$ cat src/rtl/layer_frame_sequencer.sv
// Frame sequencer for one residual layer: gates source pixels into the datapath and counts
// main/skip adder outputs. Define LAYER_SEQ_TIMEOUT_EN to build in the drain watchdog.
module layer_frame_sequencer #(
    parameter int IMG_WIDHT  = 44,
    parameter int IMG_HEIGHT = 44,
    parameter int TIMEOUT    = 1024,
    localparam int ROW_W = (IMG_HEIGHT > 1) ? $clog2(IMG_HEIGHT) : 1,
    localparam int COL_W = (IMG_WIDHT > 1) ? $clog2(IMG_WIDHT) : 1
) (
    input  logic             clk,
    input  logic             rst,
    input  logic             Start,
    input  logic             Src_Valid,
    input  logic             Main_Valid,
    input  logic             Skip_Valid,
    output logic             Feed_Valid,
    output logic             Add_Valid,
    output logic [ROW_W-1:0] Row,
    output logic [COL_W-1:0] Col,
    output logic             Busy,
    output logic             Frame_Done,
    output logic             Align_Err,
    output logic             Timeout_Err,
    output logic [1:0]       dbg_state
);
    localparam int PIXELS = IMG_WIDHT * IMG_HEIGHT;
    localparam int CNT_W  = $clog2(PIXELS + 1);
    localparam logic [CNT_W-1:0] LAST_PIX = CNT_W'(PIXELS - 1);
    localparam logic [ROW_W-1:0] LAST_ROW = ROW_W'(IMG_HEIGHT - 1);
    localparam logic [COL_W-1:0] LAST_COL = COL_W'(IMG_WIDHT - 1);

    if (TIMEOUT < 2 || TIMEOUT > 65535) begin : g_timeout_range
        $error("layer_frame_sequencer: TIMEOUT must be in 2..65535");
    end

    typedef enum logic [1:0] {
        IDLE  = 2'd0,
        FEED  = 2'd1,
        DRAIN = 2'd2,
        DONE  = 2'd3
    } state_t;

    state_t           state;
    logic [CNT_W-1:0] in_cnt;
    logic [CNT_W-1:0] out_cnt;

    // Valid-only handshakes: there is no backpressure, so a beat is taken on every cycle its
    // valid is high and the sequencer is in a state that accepts it; otherwise it is dropped.
    assign Busy       = (state == FEED) || (state == DRAIN);
    assign Feed_Valid = Src_Valid && (state == FEED);
    assign Add_Valid  = Main_Valid && Skip_Valid && Busy;
    assign Frame_Done = (state == DONE);
    assign dbg_state  = state;

`ifdef LAYER_SEQ_TIMEOUT_EN
    localparam logic [15:0] WD_LAST = 16'(TIMEOUT - 1);
    logic [15:0] wd_cnt;
`else
    assign Timeout_Err = 1'b0;
`endif

    always_ff @(posedge clk or negedge rst) begin
        if (!rst) begin
            state     <= IDLE;
            in_cnt    <= '0;
            out_cnt   <= '0;
            Row       <= '0;
            Col       <= '0;
            Align_Err <= 1'b0;
`ifdef LAYER_SEQ_TIMEOUT_EN
            wd_cnt      <= '0;
            Timeout_Err <= 1'b0;
`endif
        end else begin
            case (state)
                IDLE: begin
                    if (Start) begin
                        state     <= FEED;
                        in_cnt    <= '0;
                        out_cnt   <= '0;
                        Row       <= '0;
                        Col       <= '0;
                        Align_Err <= 1'b0;
`ifdef LAYER_SEQ_TIMEOUT_EN
                        wd_cnt      <= '0;
                        Timeout_Err <= 1'b0;
`endif
                    end
                end
                FEED, DRAIN: begin
                    if (Main_Valid != Skip_Valid) Align_Err <= 1'b1;
                    if (Feed_Valid) begin
                        in_cnt <= in_cnt + 1'b1;
                        if (Col == LAST_COL) begin
                            Col <= '0;
                            Row <= (Row == LAST_ROW) ? '0 : Row + 1'b1;
                        end else begin
                            Col <= Col + 1'b1;
                        end
                    end
                    if (Add_Valid) out_cnt <= out_cnt + 1'b1;
                    // Last output wins over last input so a coincident finish skips DRAIN.
                    if (Add_Valid && out_cnt == LAST_PIX) begin
                        state <= DONE;
                    end else if (Feed_Valid && in_cnt == LAST_PIX) begin
                        state <= DRAIN;
                    end
`ifdef LAYER_SEQ_TIMEOUT_EN
                    // Held at zero through FEED, so it starts clean on entering DRAIN.
                    if (Add_Valid || state != DRAIN) begin
                        wd_cnt <= '0;
                    end else if (wd_cnt == WD_LAST) begin
                        Timeout_Err <= 1'b1;
                        state       <= IDLE;
                    end else begin
                        wd_cnt <= wd_cnt + 1'b1;
                    end
`endif
                end
                DONE: state <= IDLE;
                default: state <= IDLE;
            endcase
        end
    end
endmodule

$ cat config.mk
export PLATFORM = sky130hd
export DESIGN_NAME = layer_frame_sequencer
export DESIGN_NICKNAME = d
export VERILOG_FILES = /design/src/rtl/layer_frame_sequencer.sv
export SDC_FILE = /design/constraint.sdc
export NUM_CORES = 1
export LEC_CHECK = 0
export CAP_MARGIN = 10
export CORE_MARGIN = 2
export CORE_UTILIZATION = 40
export CTS_CLUSTER_SIZE = 16
export DETAILED_ROUTE_END_ITERATION = 6
export GPL_TIMING_DRIVEN = 0
export PLACE_DENSITY = 0.72
export REMOVE_ABC_BUFFERS = 1
export SKIP_LAST_GASP = 1
export SYNTH_ARGS = -nofsm -noshare
export SYNTH_HDL_FRONTEND = slang
export SYNTH_SLANG_ARGS = --single-unit
$ cat constraint.sdc
create_clock -name clk -period 2.7 [get_ports clk]
set_clock_uncertainty 0.2 [all_clocks]
set_input_delay 0.54 -clock clk [delete_from_list [all_inputs] [get_ports clk]]
set_output_delay 0.54 -clock clk [all_outputs]
set_load 0.03 [all_outputs]
==> impl_results.md <==
- First-pass GRT wire length: 7880 microns
- Starting Density: 41.1%
- Non-filler cells in the finished layout: 321
- Routability cong.: 0.821
- Final core utilization: 49.3%
- Critical Path Source Type: primary input
- CP Capture Type: output pin
- Area growth syn-to-layout: 19.9%
- Max cap viols: 0
- Mapped cell area: 0.00207 sq mm
- Vias in the first global route: 1638
- Remaining global-route overflow: 0
- Die width: 76.0 microns
- Pwr/cell area: 910 mW/mm^2
- Chip height: 76.0 microns
- Fillcell total: 468
- Worst path cell trace: clkdlybuf4s50_1, ha_1, and2_1, dlygate4sd2_1
- Syn Inst Count: 224
- Hold WC Path Type: primary input to asynchronous set/reset pin
- Vias per std cell: 5.56
- Routed WL: 4500 microns
- Maximum vdd ir drop: 0.517 mV
- CP endpoint: Add_Valid
- DRC viols: 0
- Most frequent cells after synthesis: dfrtp_1 (37), nand2_1 (21), nand3_1 (21)
- Worst path slowest cell: clkdlybuf4s50_1
- Mapped Avg Cell Area: 9.25 sq um
- Final setup violation count: 0
- Clock-pin slew on the worst setup and hold paths: 0.07 ns
- Worst reg2reg setup slack: 0.25 ns
- Initial DRT Pass Iterations: 4
- CTS tree: done
- CP Data Arrival Time: 1.86 ns
- Post-route cell area: 0.00248 sq mm
- Req. time, crit path: 1.96 ns
- CTS Buf Count: 5
- N_diodes: 0
- Die area: 0.00577 sq mm
- Most common cell in the synthesized netlist: dfrtp_1
- Fin. max-slew vios: 0
- Crit share post-route: 96.3%
- Max-slew headroom: 24.3%
- Total track usage: 16.7%
- Main synth FF type: dfrtp_1
- Drt initial violations: 97
- Measured slew at the worst slew-check pin: 1.13 ns
- DP Area: 0.00237 sq mm
- Hold Vio Cnt, Final: 0
- Core Area: 0.00504 sq mm
- Placed insts: 313
- Leakage Power: 1.05 nW
- Reg-to-Reg End: Row[4]
- Antenna violations before repair: 0
- RSZ-0062 raised after global routing: false
- Post-synth EDFFs: 0
- Synth top area share: 44.7%
- Async set-reset flop share out of synthesis: 100%
- H-Tree Level Count: 2
- Family with the most delay on the worst path: buffers and inverters
- Buf/Inv on CP: 2
- Top cells by area, synth: dfrtp_1 (45%), nand3_1 (5.1%), ha_1 (4.8%), o21ai_0 (4.8%), nand2_1 (3.8%)
- Worst R2R Path Depth: 6
- Clk Latency, worst-skew pair: 0.29 ns
- Hold_buf cts: 0
- Ports: 26
- Clk sink count: 37
- YS warnings: 0
- Post-DP HPWL: 3110 microns
- Clock Tree Root: clkbuf_8
- CP Max Fanout: 7
- Library cell with the largest summed area after synthesis: dfrtp_1
- Pwr Total: 2.26 mW
- Number of port buffers: 24
- Final Critical Period: 2.60 ns
- Per-cell routed wire length: 14.0 microns
- Synth unique cells: 49
- Largest net degree at the start of global routing: 38
- Worst r2r src: dbg_state[1]
- # rows: 26
- CTS Buffer Depth: 2
- Worst path max stage delay: 0.46 ns
- Yosys reg bits: 37
- Routed Antenna Nets: 0
- Worst Path Class, Setup: primary input to output pin
- Proportion of layout cells with a drive suffix above 1: 6.37%
- Final net count: 264
- DR vias: 1784
- Max Fclk: 385 MHz
- Seq/Total Area, Yosys: 44.7%
- Setup crit start: Main_Valid
- Status: complete, no violations
- Hold Slack: 0.143 ns
- Cell depth of the worst setup path: 4
-- how the worst min path moves through the flow --
stage,endpoint,depth (start not counted)
2_1_floorplan,Align_Err,0
3_3_place_gp,out_cnt[1],2
3_5_place_dp,Col[1],2
4_1_cts,out_cnt[8],1
5_1_grt,out_cnt[10],1
6_report,out_cnt[4],1
-- cell usage in the layout, fill, tap and decap left out, types with 6 or more instances in the layout --
master and count:
ha_1 7, o21ai_0 20, nor2_1 15, clkdlybuf4s50_1 20
clkbuf_8 7, nand2_1 21, or4_1 6, nand4_1 9
dfrtp_1 37, a21oi_1 10, inv_1 8, nand3_1 21
-- sequential cells by signal (all words and copies together) (netlist names) --
name	cells
in_cnt	11
out_cnt	11
Align_Err	1
dbg_state	2
Col	6
Row	6
-- cell families after synthesis --
family | after synthesis | share of synthesized area, %
AOI/OAI and AO/OA | 50 | 14.7
xor gates and xnor gates | 9 | 3.80
adders and majority gates | 8 | 4.83
buffers and inverters | 14 | 2.78
DFF | 37 | 44.7
muxes | 4 | 2.17
other | 1 | 0.181
and+or+nand+nor | 101 | 26.9
-- cell type report --
class	count	area (sq um)	area share [%]
clock buffers	7	96.3	3.88
clock inverters	1	5.00	0.201
inverters	9	33.8	1.36
multi-input cells	173	1100	44.3
flip-flops and latches	37	926	37.3
well taps	70	87.6	3.52
repair buffers	24	235	9.47
-- metrics by stage --
stage	TNS (ns)	setup slack, ns
6_report	0	0.100
5_1_grt	0	0.0314
4_1_cts	0	0.0730
3_5_place_dp	-0.580	-0.184
3_3_place_gp	-1.03	-0.173
2_1_floorplan	-0.0327	-0.0327
-- metal layers --
layer | global-route usage (%) | up-vias | wire length [microns]
li1 | - | 876 | -
met5 | 0 | - | 0
met2 | 25.4 | 36 | 2030
met3 | 4.03 | 7 | 226
met1 | 23.3 | 865 | 2180
met4 | 6.00 | 0 | 63
-- repair_timing --
item,4_1_cts,5_1_grt
setup endpoints to repair,12,1
gates resized for setup,4,1
setup buffers,0,0
-- report_power, final --
group / leakage [nW] / switching (mW) / total, mW / internal, mW
logic: 0.500 / 0.650 / 1.02 / 0.369
registers: 0.491 / 0.143 / 0.814 / 0.672
clock network: 0.0542 / 0.197 / 0.428 / 0.231
Note: power is estimated with default switching activity, not from simulation.
